===== config.mk =====
export PLATFORM = sky130hd
export DESIGN_NAME = driver_row_scanner
export DESIGN_NICKNAME = d
export VERILOG_FILES = /design/src/rtl/driver_row_scanner.sv
export SDC_FILE = /design/constraint.sdc
export NUM_CORES = 1
export LEC_CHECK = 0
export ABC_AREA = 1
export BUFFER_PORTS_ARGS = -buffer_cell sky130_fd_sc_hd__buf_2
export CORE_AREA = 4 4 120 122
export CTS_BUF_LIST = sky130_fd_sc_hd__clkbuf_8
export CTS_CLUSTER_SIZE = 10
export DETAILED_ROUTE_END_ITERATION = 8
export DIE_AREA = 0 0 124 126
export PLACE_DENSITY = 0.54
export SYNTH_ARGS = -nofsm -noshare
export SYNTH_HDL_FRONTEND = slang
export SYNTH_SLANG_ARGS = --single-unit

===== constraint.sdc =====
create_clock -name clk -period 2.35 [get_ports clk]
set_clock_uncertainty 0.15 [all_clocks]
set_input_delay 0.47 -clock clk [delete_from_list [all_inputs] [get_ports clk]]
set_output_delay 0.47 -clock clk [all_outputs]
set_load 0.01 [all_outputs]

===== src/rtl/driver_row_scanner.sv =====
// rtl/driver_row_scanner.sv - 5-row LED matrix scanner with double-buffered frame store; optional blanking via DRIVER_ROW_SCANNER_BLANK_EN
module driver_row_scanner #(
  parameter int COLS         = 7,
  parameter int BLANK_CYCLES = 2
) (
  input  logic            clk,
  input  logic            rst_n,
  input  logic [2:0]      row_idx,
  input  logic            wr_en,
  input  logic [2:0]      wr_row,
  input  logic [COLS-1:0] wr_data,
  input  logic            commit,
  output logic [4:0]      row_sel,
  output logic [COLS-1:0] col_out,
  output logic            frame_start,
  output logic            swap_pending,
  output logic            idx_err
);

  localparam int NROWS = 5;

  logic [2:0]      idx_q, idx_d;
  logic [COLS-1:0] buf_a_q [NROWS];
  logic [COLS-1:0] buf_a_d [NROWS];
  logic [COLS-1:0] buf_b_q [NROWS];
  logic [COLS-1:0] buf_b_d [NROWS];
  logic            front_b_q, front_b_d;
  logic            swap_pending_q, swap_pending_d;
  logic            frame_start_q, frame_start_d;
  logic            idx_err_q, idx_err_d;
  logic [4:0]      row_sel_q, row_sel_d;
  logic [COLS-1:0] col_out_q, col_out_d;

  logic            idx_legal;
  logic            row_change;
  logic            boundary;
  logic            do_swap;
  logic [COLS-1:0] row_data;
  logic            show_next;

  // Index tracking, frame boundary detection and swap bookkeeping
  always_comb begin
    idx_d          = row_idx;
    idx_legal      = (row_idx <= 3'd4);
    row_change     = (row_idx != idx_q);
    boundary       = (idx_q == 3'd4) && (row_idx == 3'd0);
    do_swap        = boundary && (swap_pending_q || commit);
    front_b_d      = front_b_q ^ do_swap;
    swap_pending_d = boundary ? 1'b0 : (swap_pending_q || commit);
    frame_start_d  = boundary;
    idx_err_d      = idx_err_q || !idx_legal;
  end

  // Back-buffer writes always target the pre-swap back buffer
  always_comb begin
    buf_a_d = buf_a_q;
    buf_b_d = buf_b_q;
    for (int r = 0; r < NROWS; r++) begin
      if (wr_en && (wr_row == 3'(r))) begin
        if (front_b_q) buf_a_d[r] = wr_data;
        else           buf_b_d[r] = wr_data;
      end
    end
  end

  // Read the row from the next-state front so a boundary swap (and a write on that edge) shows at once
  always_comb begin
    row_data = '0;
    for (int r = 0; r < NROWS; r++) begin
      if (row_idx == 3'(r)) row_data = front_b_d ? buf_b_d[r] : buf_a_d[r];
    end
  end

`ifdef DRIVER_ROW_SCANNER_BLANK_EN
  localparam int CW = (BLANK_CYCLES > 1) ? $clog2(BLANK_CYCLES) : 1;
  localparam logic [CW-1:0] BLANK_LOAD = (BLANK_CYCLES > 0) ? CW'(BLANK_CYCLES - 1) : '0;

  typedef enum logic {
    ST_SHOW  = 1'b0,
    ST_BLANK = 1'b1
  } scan_state_t;

  scan_state_t     state_q, state_d;
  logic [CW-1:0]   cnt_q, cnt_d;

  // Blanking sequencer: every row change restarts the blank window
  always_comb begin
    state_d = state_q;
    cnt_d   = cnt_q;
    case (state_q)
      ST_SHOW: begin
        if (row_change && (BLANK_CYCLES > 0)) begin
          state_d = ST_BLANK;
          cnt_d   = BLANK_LOAD;
        end
      end
      ST_BLANK: begin
        if (row_change) begin
          cnt_d = BLANK_LOAD;
        end else if (cnt_q == '0) begin
          state_d = ST_SHOW;
        end else begin
          cnt_d = cnt_q - 1'b1;
        end
      end
      default: begin
        state_d = ST_SHOW;
        cnt_d   = '0;
      end
    endcase
    show_next = (state_d == ST_SHOW);
  end

  // Blanking state registers
  always_ff @(posedge clk or negedge rst_n) begin
    if (!rst_n) begin
      state_q <= ST_SHOW;
      cnt_q   <= '0;
    end else begin
      state_q <= state_d;
      cnt_q   <= cnt_d;
    end
  end
`else
  logic unused_blank_cfg;
  assign unused_blank_cfg = (BLANK_CYCLES != 0);

  // No blanking: every row is driven on the edge that samples it
  always_comb begin
    show_next = 1'b1;
  end
`endif

  // Output drive: selected row when showing a legal index, otherwise dark
  always_comb begin
    row_sel_d = '0;
    col_out_d = '0;
    if (show_next && idx_legal) begin
      row_sel_d = 5'b00001 << row_idx;
      col_out_d = row_data;
    end
  end

  // State and output registers
  always_ff @(posedge clk or negedge rst_n) begin
    if (!rst_n) begin
      idx_q          <= '0;
      front_b_q      <= 1'b0;
      swap_pending_q <= 1'b0;
      frame_start_q  <= 1'b0;
      idx_err_q      <= 1'b0;
      row_sel_q      <= '0;
      col_out_q      <= '0;
      for (int r = 0; r < NROWS; r++) begin
        buf_a_q[r] <= '0;
        buf_b_q[r] <= '0;
      end
    end else begin
      idx_q          <= idx_d;
      front_b_q      <= front_b_d;
      swap_pending_q <= swap_pending_d;
      frame_start_q  <= frame_start_d;
      idx_err_q      <= idx_err_d;
      row_sel_q      <= row_sel_d;
      col_out_q      <= col_out_d;
      buf_a_q        <= buf_a_d;
      buf_b_q        <= buf_b_d;
    end
  end

  assign row_sel      = row_sel_q;
  assign col_out      = col_out_q;
  assign frame_start  = frame_start_q;
  assign swap_pending = swap_pending_q;
  assign idx_err      = idx_err_q;

endmodule


Yosys cells after proc, flatten, opt, wreduce, memory -nomap -nowiden
Cells that the tools add are included.
{"block": "op_classes", "add_sub_neg": 0, "multipliers": 0, "div": 0, "order_cmp": 1, "n_eq_ne": 9, "shift": 1, "n_mux": 33, "bitwise_logic": 1, "reduce_logical": 12}
{"operator": "two-way mux 7 bit", "n": 31}
{"operator": "equality test 3 x 2 -> 1 bit (second input constant)", "n": 4}
{"operator": "equality test 3 bit (second input constant)", "n": 3}
{"operator": "logical AND 1 bit", "n": 7}
{"operator": "equality test 3 x 1 -> 1 bit (second input constant)", "n": 2}
{"operator": "zero test 3 bit", "n": 2}
{"operator": "two-way mux 5 bit", "n": 1}
{"operator": "left shift 1 x 3 -> 5 bit (first input constant)", "n": 1}
{"operator": "less-or-equal comparator 3 bit (second input constant)", "n": 1}
{"operator": "logical OR 1 bit", "n": 2}
{"operator": "zero test 1 bit", "n": 1}
{"operator": "two-way mux 1 bit", "n": 1}
{"operator": "bitwise XOR 1 bit", "n": 1}
{"block": "totals", "reg_bits": 89, "latchBits": 0, "ram_bits": 0, "mem_bits_ro": 0, "input_bits": 17, "out_inout_bits": 15, "n_memories": 0}

Longest topological paths before layout
Gate-level depths: netlist (run 1).
{"block": "logic_depth", "depth_word": 11, "ltp_mapped": 14}

Worst setup path before layout (run 1)
No wires, ideal clock.
{"block": "synth_path", "kind": "input to register", "start": "input row_idx[1]", "end": "register col_out_q[1], in the netlist col_out[1]", "arrival_time_ns": 1.625, "path_slack_ns": 0.448, "path_stages": 12, "path_buffers": 2, "path_cell_list": "buf_6 > nor2_4 > nand2_2 > nor2_8 > nand2_4 > nand2_2 > nand2_4 > buf_6 > nand2_1 > o211ai_1 > nand2_1 > nand3_1"}
{"block": "synth_between", "elab_chain_len": 11}
{"item": "start: declaration", "line": "8", "source": "input logic [2:0] row_idx,"}
{"item": "zero test 3 bit *", "line": "46", "source": "boundary = (idx_q == 3'd4) && (row_idx == 3'd0);"}
{"item": "logical AND 1 bit *", "line": "46"}
{"item": "named net boundary", "line": "36", "source": "logic boundary;"}
{"item": "logical AND 1 bit *", "line": "47", "source": "do_swap = boundary && (swap_pending_q || commit);"}
{"item": "bitwise XOR 1 bit *", "line": "48", "source": "front_b_d = front_b_q ^ do_swap;"}
{"item": "named net front_b_d", "line": "27", "source": "logic front_b_q, front_b_d;"}
{"item": "two-way mux 7 bit (5 in series)", "line": "70", "source": "if (row_idx == 3'(r)) row_data = front_b_d ? buf_b_d[r] : buf_a_d[r];"}
{"item": "two-way mux 7 bit *", "line": "70"}
{"item": "two-way mux 7 bit *", "line": "138", "source": "if (show_next && idx_legal) begin"}
{"item": "named net col_out_d[1]", "line": "32", "source": "logic [COLS-1:0] col_out_q, col_out_d;"}
{"item": "end signal: assignment", "line": "165", "source": "col_out_q <= col_out_d;"}
{"item": "end: declaration", "line": "32"}
The timed path passes the listed nets; every way through them passes the cells marked *.

Worst setup path after layout (run 1)
{"block": "layout_path", "start": "register front_b_q", "end": "register col_out_q[1], in the netlist col_out[1]"}
{"block": "layout_between", "elab_chain_len": 9}
{"item": "start: declaration", "line": "27"}
{"item": "start signal: assignment", "line": "160", "source": "front_b_q <= front_b_d;"}
{"item": "two-way mux 7 bit", "line": "60", "source": "if (front_b_q) buf_a_d[r] = wr_data;"}
{"item": "two-way mux 7 bit", "line": "59", "source": "if (wr_en && (wr_row == 3'(r))) begin"}
{"item": "two-way mux 7 bit (5 in series)", "line": "70"}
{"item": "two-way mux 7 bit *", "line": "70"}
{"item": "two-way mux 7 bit *", "line": "138"}
{"item": "named net col_out_d[1]", "line": "32"}
Marked as above.

==> results.txt, run 1 <==
----------------------------------------------------
[Outcome]
  Result of the run ... completed

[Power and ir drop]
  Int Pwr ... ~3.0 mW
  Total power draw ... roughly 4.5 mW
  Switching fraction of total power ... a little over a third
  P_sw ... about 1.6 mW
  Lkg Pwr ... about 2.7 nW
  Worst IR Drop VDD ... around 0.3 mV
  Share of power burned in combinational logic ... 28.5%
  Sequential group share of total power ... between 40 and 50%
  Power per cell area ... roughly 860 nW/um2
  Clock Power Share ... ~28%

[Yosys]
  Top cell type's share of synthesized area ... between 40% and 50%
  Synthesized area divided by synthesized cell count ... between 7 and 8 um2
  Number of enable-type register cells in the synthesized netlist ... 0
  Summed instance area of the synthesized netlist ... 4620 um2
  Largest area contributor in the netlist ... sky130_fd_sc_hd__dfrtp_1
  Syn_nets ... ~650
  Primary flip-flop cell chosen by synthesis mapping ... sky130_fd_sc_hd__dfrtp_1
  Part of the Yosys area used for sequential elements ... 48.2%
  Number of distinct library cell variants in the gate-level netlist after synthesis ... 26
  Largest cells by area after synthesis ... sky130_fd_sc_hd__dfrtp_1, sky130_fd_sc_hd__nand2_1, sky130_fd_sc_hd__o21ai_0
  Count of yosys warnings during synthesis ... 0
  Synthesis-stage register bit count ... a little under 90
  Syn Inst Count ... between 600 and 700
  Share of flip-flops with an asynchronous set or reset ... 100%

[Route]
  Wire length on met1 ... between 5 and 6 mm
  Highest signal layer in the routed design ... met4
  Detailed-route vias per instance ... about 4.7
  Wire length on met3 ... just over 500 um
  Vias ... between 3k and 4k
  Final wirelength ... 12.2 mm
  Antenna violation net count after detailed routing ... 0
  DR pass1 iterations ... 5
  Number of design rule violations left after detail routing ... 0
  Average wire length per cell after detail routing ... around 14 um
  Met2 wire len ... 5.63 mm
  Iter 0 DRT Violations ... ~270

[STA]
  RSZ-0062 raised after global routing ... false
  Period utilization ... roughly 80%
  Final hold vios ... 0
  Measured slew at the worst slew-check pin ... between 500 and 600 ps
  Max-slew violation total from the final report ... 0
  Least setup slack across all paths after layout ... ~450 ps
  Time the worst path needs with I/O delays and setup ... roughly 1900 ps
  Setup-violating endpoint count in the final report ... 0
  Peak clock frequency supported by timing ... 526 MHz
  Worst slew margin ... between 60% and 70%
  TNS Setup ... 0 ps

[Clock tree]
  CTS tree ... yes
  Clock transition at path regs ... roughly 100 ps
  Post-CTS Setup Inserts ... 0
  Worst-skew pair later-pin latency ... ~360 ps
  Worst-case clock buffer depth ... 2
  CTS H-tree depth ... 3
  Clock buffer count from CTS ... 9
  CTS Sinks ... 89
  Clock root buffer master ... sky130_fd_sc_hd__clkbuf_8

[Global routing]
  Wire length of the first global-routing pass ... approximately 20 mm
  Remaining global-route overflow ... 0
  Maximum number of pins on one net before global-route repair ... 50
  Overall global routing resource usage ... 16.8%
  Vias in the first global route ... 3884
  Antenna violations before repair ... 0

[Floorplan]
  Placeable core region ... roughly 13000 um2
  Width of the die ... 124 um
  Cell row count ... 42
  Initial standard-cell utilization of the core ... between 30% and 40%
  Vertical die dimension ... 126 um
  Count of pins on the block boundary ... 32
  Total Die Area ... 15600 um2

[Placement]
  Placer Congestion ... about 0.85
  Placed insts ... between 800 and 900
  Placed wire-length estimate after detailed placement ... about 8.6 mm
  Pre-CTS WS ... between 200 and 250 ps
  Number of I/O port buffers ... 31

[Worst setup path]
  Ordered cell list for the critical path ... inv_2 -> buf_4 -> nand2_1 -> o21ai_0 -> nand2_1 -> o21ai_0 -> nand2_1 -> nand3_1 -> nand2_1 -> nand2_1 -> nand3_1
  Most frequent cell on the critical path ... sky130_fd_sc_hd__nand2_1
  Slowest cell on the critical path ... sky130_fd_sc_hd__dfrtp_1
  Peak fanout along the critical path ... 18
  Sort of element at the end of the critical path ... flop
  Arrival time at the worst endpoint ... about 2000 ps
  Critical setup path kind ... reg -> reg
  Data required time at the worst endpoint ... 2440 ps
  Maximum cell stage delay along the critical path ... about 420 ps
  Crit start category ... flop

[Final layout]
  Post-route insts no fill ... ~850
  Area Overhead vs Synth ... 14.3%
  Number of nets in the layout ... around 680
  Share of cells above drive strength 1 ... between 10% and 20%

[Flow run]
  Max-cap violations ... 0

[Min path]
  Path type of the worst min-delay path ... in -> reg

----------------------------------------------------
[metal layers]
metal / track usage [%] / vias to the layer above
met1: 24.0 / 1862
met2: 26.1 / 78
met4: 5.73 / 0
met3: 2.15 / 13
met5: 0 / -
li1: - / 2019
[kinds of logic (layout without fill, tap and decap cells)]
group / after synthesis / after routing / synth area share (%)
buf+inv: 134 / 176 / 11.9
compound gates: 120 / 120 / 13.6
flops: 89 / 89 / 48.2
simple gates: 285 / 285 / 26.3
other cells: 0 / 1 / 0
[worst max-delay path, delay by kind of cell (launching register included)]
kind,cells,cell delay [ps]
buf+inv,2,300
flops,1,420
simple gates,7,650
compound gates,2,260
[through the flow]
stage	area [um2]	hold WS, ps	utilization [%]
4_1_cts	5280	183	40.0
3_5_place_dp	5020	332	38.1
6_report	5280	200	40.0
2_1_floorplan	4620	24.4	-
3_3_place_gp	5020	323	38.1
5_1_grt	5280	234	40.0
[cell type report]
| cell class | count | area (um2) |
|---|---|---|
| diodes | 1 | 2.50 |
| clock inverters | 7 | 119 |
| clock buffers | 9 | 124 |
| repair buffers | 51 | 335 |
| inverters | 109 | 409 |
| well taps | 176 | 220 |
| multi-input cells | 405 | 1840 |
| fillers | 1366 | 7910 |
| flip-flops and latches | 89 | 2230 |
[state kept, by name (all words and copies together), names as in the netlist]
| name | flops |
|---|---|
| idx_q | 3 |
| swap_pending | 1 |
| buf_b_q | 35 |
| front_b_q | 1 |
| buf_a_q | 35 |
| row_sel | 5 |
| idx_err | 1 |
| frame_start | 1 |
| col_out | 7 |
[path summary, 6_finish.rpt]
kind / startpoint / to / slack (ps) / cells past startpoint
max: front_b_q / col_out[1] / 450 / 11
min: commit / swap_pending / 200 / 3
max reg2reg: front_b_q / col_out[1] / 450 / 11
min reg2reg: buf_b_q[6] / buf_b_q[6] / 350 / 2
max in group asynchronous: rst_n / buf_b_q[6] / 950 / 3
min in group asynchronous: rst_n / buf_a_q[14] / 480 / 2
[cell usage in the layout (no fill, tap or decap), drive strengths merged]
cell type    Yosys  routed
a21oi            4       4
buf             14      50
bufinv           0       3
clkbuf          11       9
clkinv           0       2
clkinvlp         0       2
dfrtp           89      89
diode            0       1
dlygate4sd3      0       1
inv            109     109
nand2          217     217
nand3           41      41
nand4            1       1
nor2            25      25
nor3             1       1
o211ai           6       6
o21ai          102     102
o21bai           2       2
o22ai            6       6
[power groups by stage]
stage | registers [mW] | logic [mW] | clock network, mW
after floorplan | 1.97 | 0.936 | 0
after detailed placement | 1.99 | 1.29 | 0
after CTS | 1.96 | 1.30 | 1.32
final | 1.95 | 1.29 | 1.30
after global placement | 1.98 | 1.28 | 0
after global routing | 1.99 | 1.50 | 1.38
[synth_stat cells, drive strengths merged, types with 2 or more instances]
| cell | number |
|---|---|
| nand2 | 217 |
| inv | 109 |
| o21ai | 102 |
| dfrtp | 89 |
| nand3 | 41 |
| nor2 | 25 |
| buf | 14 |
| clkbuf | 11 |
| o211ai | 6 |
| o22ai | 6 |
| a21oi | 4 |
| o21bai | 2 |
[repair_timing]
action	4_1_cts	5_1_grt
endpoints found under the setup margin	0	0
endpoints found under the hold margin	35	0
hold buffers	1	0
resized for setup	0	0
Note: power is estimated with default switching activity, not from simulation.
==> run 2, diff against run 1 <==
--- a/config.mk
+++ b/config.mk
@@ -12,7 +12,7 @@
 export CTS_CLUSTER_SIZE = 10
 export DETAILED_ROUTE_END_ITERATION = 8
 export DIE_AREA = 0 0 124 126
-export PLACE_DENSITY = 0.54
+export PLACE_DENSITY = 0.55
 export SYNTH_ARGS = -nofsm -noshare
 export SYNTH_HDL_FRONTEND = slang
 export SYNTH_SLANG_ARGS = --single-unit
==> constraint.sdc (replaced) <==
create_clock -name clk -period 1.56 [get_ports clk]
set_clock_uncertainty 0.15 [all_clocks]
set_input_delay 0.312 -clock clk [delete_from_list [all_inputs] [get_ports clk]]
set_output_delay 0.312 -clock clk [all_outputs]
set_load 0.01 [all_outputs]
==> run 2 against run 1 <==
The run now ends with negative setup slack left. Clock power grew 30%. Utilization grew 6.4 points. Non-clock buffer count grew 70. Largest power group unchanged.
==> results.txt, run 2 (synthesis gave the netlist of run 1 again) <==
----------------------------------------------------
[Outcome]
  Result of the run ... complete, but fails checks
  Violations in the final reports ... negative setup slack

[Worst setup path]
  Buf+Inv Stages, Crit Path ... 3
  Sort of element at the end of the critical path ... flop
  Arrival time at the worst endpoint ... between 1500 and 2000 ps
  Peak fanout along the critical path ... 7
  Most frequent cell on the critical path ... sky130_fd_sc_hd__nand2_1
  Crit start category ... flop
  Maximum cell stage delay along the critical path ... 490 ps
  Slowest cell on the critical path ... sky130_fd_sc_hd__dfrtp_2
  R2R cell count ... 11
  Critical setup path kind ... reg -> reg
  Crit-path leading delay family ... flip-flops
  Data required time at the worst endpoint ... between 1500 and 2000 ps
  Ordered cell list for the critical path ... clkinv_4 -> buf_6 -> buf_6 -> o21ai_1 -> nand2_1 -> o21ai_2 -> nand2_1 -> nand3_1 -> nand2_1 -> nand2_1 -> nand3_2
  Count of cell instances traversed by the critical path ... 11

[Placement]
  Number of I/O port buffers ... 31
  Placer Congestion ... ~0.88
  Pre-CTS WS ... -391 ps
  Placed wire-length estimate after detailed placement ... between 8 and 9 mm

[Route]
  Final wirelength ... 13.2 mm
  Vias ... approximately 4.4k
  Average wire length per cell after detail routing ... 14.4 um
  DR pass1 iterations ... 5
  Antenna violation net count after detailed routing ... 0
  Number of design rule violations left after detail routing ... 0
  Detailed-route vias per instance ... 4.75
  Iter 0 DRT Violations ... 319

[Floorplan]
  Initial standard-cell utilization of the core ... between 30% and 40%
  Count of pins on the block boundary ... 32
  Total Die Area ... approximately 16000 um2
  Vertical die dimension ... 126 um
  Cell row count ... between 40 and 50
  Placeable core region ... between 10000 and 15000 um2
  Width of the die ... around 120 um

[Final layout]
  Commonest non-fill, non-tap cell in the layout ... sky130_fd_sc_hd__nand2_1
  Area Overhead vs Synth ... 32.7%
  Share of cells above drive strength 1 ... between 20% and 30%
  Commonest cells after routing, fill and taps aside ... sky130_fd_sc_hd__nand2_1, sky130_fd_sc_hd__inv_1, sky130_fd_sc_hd__dfrtp_1
  Antenna cells ... 0
  Final core utilization ... roughly 46%
  Number of nets in the layout ... around 750

[Global routing]
  Antenna violations before repair ... 0
  Maximum number of pins on one net before global-route repair ... 90
  Grt met2 use ... 26.2%
  Wire length of the first global-routing pass ... approximately 21 mm
  Global routing usage on met3 ... 2.24%
  Met1 Usage GRT ... 25.3%
  Remaining global-route overflow ... 0
  Global-route layer with the greatest usage ... met2
  Vias in the first global route ... about 4k
  Overall global routing resource usage ... about 17%

[Clock tree]
  CTS Sinks ... 89
  Clock buffer count from CTS ... 9
  CTS H-tree depth ... 3
  Worst-skew pair later-pin latency ... 380 ps
  Clock root buffer master ... sky130_fd_sc_hd__clkbuf_8
  CTS tree ... yes
  Clock transition at path regs ... ~100 ps
  Worst-case clock buffer depth ... 2

[STA]
  Worst slew margin ... 66.2%
  RSZ-0062 raised after global routing ... true
  Time the worst path needs with I/O delays and setup ... about 1800 ps
  Peak clock frequency supported by timing ... 552 MHz
  Setup-violating endpoint count in the final report ... 10
  Max-slew violation total from the final report ... 0
  Measured slew at the worst slew-check pin ... 507 ps
  TNS Setup ... -1600 ps
  Final hold vios ... 0
  Post-Route Hold Slack ... around 56 ps
  Period utilization ... 116%
  Least setup slack across all paths after layout ... -250 ps

[Power and ir drop]
  Switching fraction of total power ... approximately 37%
  Power per cell area ... around 1200 nW/um2
  Worst IR Drop VDD ... between 0.4 and 0.5 mV
  Share of power burned in combinational logic ... a little under two fifths
  Total power draw ... ~7.5 mW
  P_sw ... around 2.7 mW
  Sequential group share of total power ... 40.2%
  Int Pwr ... between 4 and 5 mW
  Lkg Pwr ... 3.19 nW
  Clock Power Share ... a little under a quarter

[Min path]
  Path type of the worst min-delay path ... in -> reg
  Hold Path Cell Cnt ... 3

[Flow run]
  Max-cap violations ... 0

----------------------------------------------------
## run 2: stage by stage
stage | area [um2] | instances
6_report | 6130 | 918
5_1_grt | 6130 | 918
4_1_cts | 5820 | 912
3_5_place_dp | 5540 | 894
3_3_place_gp | 5540 | 894
2_1_floorplan | 4650 | 628
## run 2: layout make-up
cell class / count / area [um2]
Timing Repair Buffer: 121 / 946
Fill cell: 1280 / 7060
Tap cell: 176 / 220
Clock buffer: 9 / 124
Sequential cell: 89 / 2230
Clock inverter: 7 / 78.8
Inverter: 109 / 414
Multi-Input combinational cell: 407 / 2120
## run 2: power groups by stage
stage,clock [mW],sequential (mW),combinational (mW)
after CTS,1.72,2.96,2.41
after detailed placement,0,3.00,2.32
after global routing,1.81,3.05,3.09
final,1.69,3.00,2.76
after global placement,0,2.98,2.29
after floorplan,0,2.97,1.44
## run 2: tightest hold or removal path, cell delays in order
cell                      delay, ps
sky130_fd_sc_hd__buf_2           90
sky130_fd_sc_hd__inv_1           80
sky130_fd_sc_hd__a21oi_1         70
## run 2: path summary, 6_finish.rpt
kind,start,to,slack [ps]
max,front_b_q,col_out[1],-250
min,commit,swap_pending,60
max reg2reg,front_b_q,col_out[1],-250
min reg2reg,idx_err,idx_err,340
max in group asynchronous,rst_n,buf_a_q[13],520
min in group asynchronous,rst_n,swap_pending,350
## run 2: metal layers
metal  share of wire [%]  vias to the layer above
met3                 5.0                       14
met5                   0                        -
met2                  47                      110
met4                 1.4                        0
li1                    -                     2170
met1                  47                     2064
## run 2: what timing repair did
item                                    CTS  global route
buffers inserted                          0             6
pin swaps                                 3            16
endpoints found under the hold margin    89             0
cloned                                    1             1
resized for setup                        17           109
endpoints found under the setup margin   18            23
hold buffers                              1             0
==> run 3, diff against run 2 <==
--- a/config.mk
+++ b/config.mk
@@ -12,7 +12,7 @@
 export CTS_CLUSTER_SIZE = 10
 export DETAILED_ROUTE_END_ITERATION = 8
 export DIE_AREA = 0 0 124 126
-export PLACE_DENSITY = 0.55
+export PLACE_DENSITY = 0.61
 export SYNTH_ARGS = -nofsm -noshare
 export SYNTH_HDL_FRONTEND = slang
 export SYNTH_SLANG_ARGS = --single-unit
==> run 3 against run 2 <==
The flow still finishes with violations (negative setup slack). Wire length fell by 5.4%. Sequential share of layout area rose by 1.3 points. Non-clock buffer count fell by 11. Critical endpoint is now col_out[4]. Combinational power fell by 10%. First-iteration DRC count rose by 14%. Global-route usage fell by 0.67 points. Utilization fell by 1.6 points. Clock power barely moved. Power fell by 3.9%. Critical path depth rose by 1. Critical path type unchanged. Worst hold slack improved by 24 ps. Count of clock-buffer cells in the layout did not move. Highest routed layer unchanged.
==> results.txt, run 3 (synthesis gave the netlist of run 1 again) <==
----------------------------------------------------
[Worst setup path]
  Minimum setup slack among reg-to-reg paths ... -230 ps
  Arrival time at the worst endpoint ... 1890 ps
  Reg-to-reg endpoint ... col_out[4]
  R2R cell count ... 12
  Sort of element at the end of the critical path ... flop
  Crit start category ... flop
  Critical setup path kind ... reg -> reg
  Data required time at the worst endpoint ... about 1700 ps
  Peak fanout along the critical path ... 4
  FF-to-FF Start ... idx_q[0]

[Floorplan]
  Cell row count ... 42
  Count of pins on the block boundary ... 32
  Total Die Area ... 15600 um2
  Vertical die dimension ... roughly 130 um
  Width of the die ... around 120 um
  Initial standard-cell utilization of the core ... around a third
  Placeable core region ... 13200 um2

[Placement]
  Number of I/O port buffers ... 31
  Placed Area ... 5510 um2
  Placed wire-length estimate after detailed placement ... ~8.9 mm
  Placer Congestion ... roughly 0.92

[Clock tree]
  Clock transition at path regs ... approximately 80 ps
  Clock root buffer master ... sky130_fd_sc_hd__clkbuf_8
  CTS tree ... yes
  Worst-case clock buffer depth ... 2
  CTS H-tree depth ... 3
  Worst-skew pair later-pin latency ... ~370 ps
  Clock buffer count from CTS ... 9
  CTS Sinks ... around 90

[Route]
  Number of design rule violations left after detail routing ... 0
  Antenna violation net count after detailed routing ... 0
  Average wire length per cell after detail routing ... ~14 um
  Detailed-route vias per instance ... ~4.7
  DR pass1 iterations ... 5
  Vias ... between 4k and 5k
  Iter 0 DRT Violations ... 365
  Final wirelength ... between 10 and 15 mm

[Global routing]
  Antenna violations before repair ... 0
  Maximum number of pins on one net before global-route repair ... 42
  Remaining global-route overflow ... 0
  Vias in the first global route ... 4135
  Overall global routing resource usage ... ~17%
  Wire length of the first global-routing pass ... between 20 and 25 mm

[Final layout]
  Number of nets in the layout ... between 700 and 800
  Post-route cell area ... ~6000 um2
  Antenna cells ... 0
  Commonest non-fill, non-tap cell in the layout ... sky130_fd_sc_hd__nand2_1
  Commonest cells after routing, fill and taps aside ... sky130_fd_sc_hd__nand2_1, sky130_fd_sc_hd__inv_1, sky130_fd_sc_hd__dfrtp_1
  Area Overhead vs Synth ... 28.2%
  Share of cells above drive strength 1 ... ~24%
  Final core utilization ... between 40% and 50%

[Min path]
  Path type of the worst min-delay path ... in -> reg
  Hold Path Cell Cnt ... 2
  Startpoint of the lowest-slack hold path ... row_idx[2]
  Hold Path Sink ... idx_q[2]

[STA]
  Final hold vios ... 0
  Max-slew violation total from the final report ... 0
  Period utilization ... 115%
  Measured slew at the worst slew-check pin ... 354 ps
  Peak clock frequency supported by timing ... between 500 and 600 MHz
  Setup-violating endpoint count in the final report ... 7
  RSZ-0062 raised after global routing ... true
  Least setup slack across all paths after layout ... -229 ps
  TNS Setup ... -1460 ps
  Time the worst path needs with I/O delays and setup ... between 1500 and 2000 ps
  Worst slew margin ... 76.4%

[Power and ir drop]
  Lkg Pwr ... a little over 3 nW
  Power per cell area ... 1210 nW/um2
  Total power draw ... 7.16 mW
  Worst IR Drop VDD ... 0.456 mV

[Flow run]
  Max-cap violations ... 0

[Outcome]
  Violations in the final reports ... negative setup slack
  Result of the run ... complete, but fails checks

----------------------------------------------------
-- run 3: cell types whose count changed in the layout (fill, tap and decap cells not counted), sizes merged --
cell / change
bufinv: +1
clkinvlp: -1
buf: -11
-- run 3: area by class of cell --
cell class | instances | area, um2
clock inverter | 7 | 86.3
timing repair buffer | 110 | 840
sequential | 89 | 2230
inverter | 109 | 409
clock buffer | 9 | 124
tap | 176 | 220
multi-input combinational | 407 | 2010
fill | 1315 | 7270
-- run 3: report_power, final --
part | leakage [nW] | switching, mW | internal, mW
registers | 1.02 | 0.183 | 2.78
logic | 1.97 | 1.49 | 0.989
clock network | 0.110 | 0.832 | 0.888
-- run 3: through the flow --
step / hold WS [ps] / setup slack, ps / cells
after global routing: 94.7 / -357 / 907
after floorplan: -134 / -141 / 628
after CTS: 67.2 / -216 / 906
after detailed placement: 96.0 / -386 / 887
after global placement: 88.4 / -354 / 887
final: 79.8 / -229 / 907
-- run 3: how the worst max path moves through the flow --
stage / from / endpoint / slack (ps)
6_report: idx_q[0] / col_out[4] / -230
5_1_grt: idx_q[0] / col_out[4] / -360
4_1_cts: idx_q[0] / col_out[4] / -220
3_5_place_dp: row_idx[0] / col_out[3] / -390
2_1_floorplan: row_idx[1] / col_out[0] / -140
3_3_place_gp: row_idx[0] / col_out[6] / -350
-- run 3: routing by layer --
metal	up-vias	wire length, um	share of wire (%)	global-route usage (%)
met5	-	0	0	0
met3	19	671	5.4	2.47
li1	2144	-	-	-
met4	0	230	1.8	5.15
met1	2017	5700	46	23.2
met2	126	5880	47	26.2
-- run 3: critical path, stage by stage, from the launching register on --
cell and delay (ps):
sky130_fd_sc_hd__dfrtp_1 380, sky130_fd_sc_hd__nor2_2 110, sky130_fd_sc_hd__nand2_2 90, sky130_fd_sc_hd__nor2_8 170, sky130_fd_sc_hd__buf_6 120, sky130_fd_sc_hd__nand3_4 120, sky130_fd_sc_hd__buf_6 170, sky130_fd_sc_hd__nand3_2 60
sky130_fd_sc_hd__nand3_1 70, sky130_fd_sc_hd__nand2_1 100, sky130_fd_sc_hd__nand2_1 60, sky130_fd_sc_hd__nand2_1 50, sky130_fd_sc_hd__nor2_1 40
-- run 3: repair_timing --
action / CTS / global route
buffers inserted: 1 / 0
hold buffers: 1 / 0
gates resized for setup: 27 / 38
setup endpoints to repair: 17 / 33
pin swaps: 9 / 5
hold endpoints to repair: 20 / 0
cloned: 1 / 2
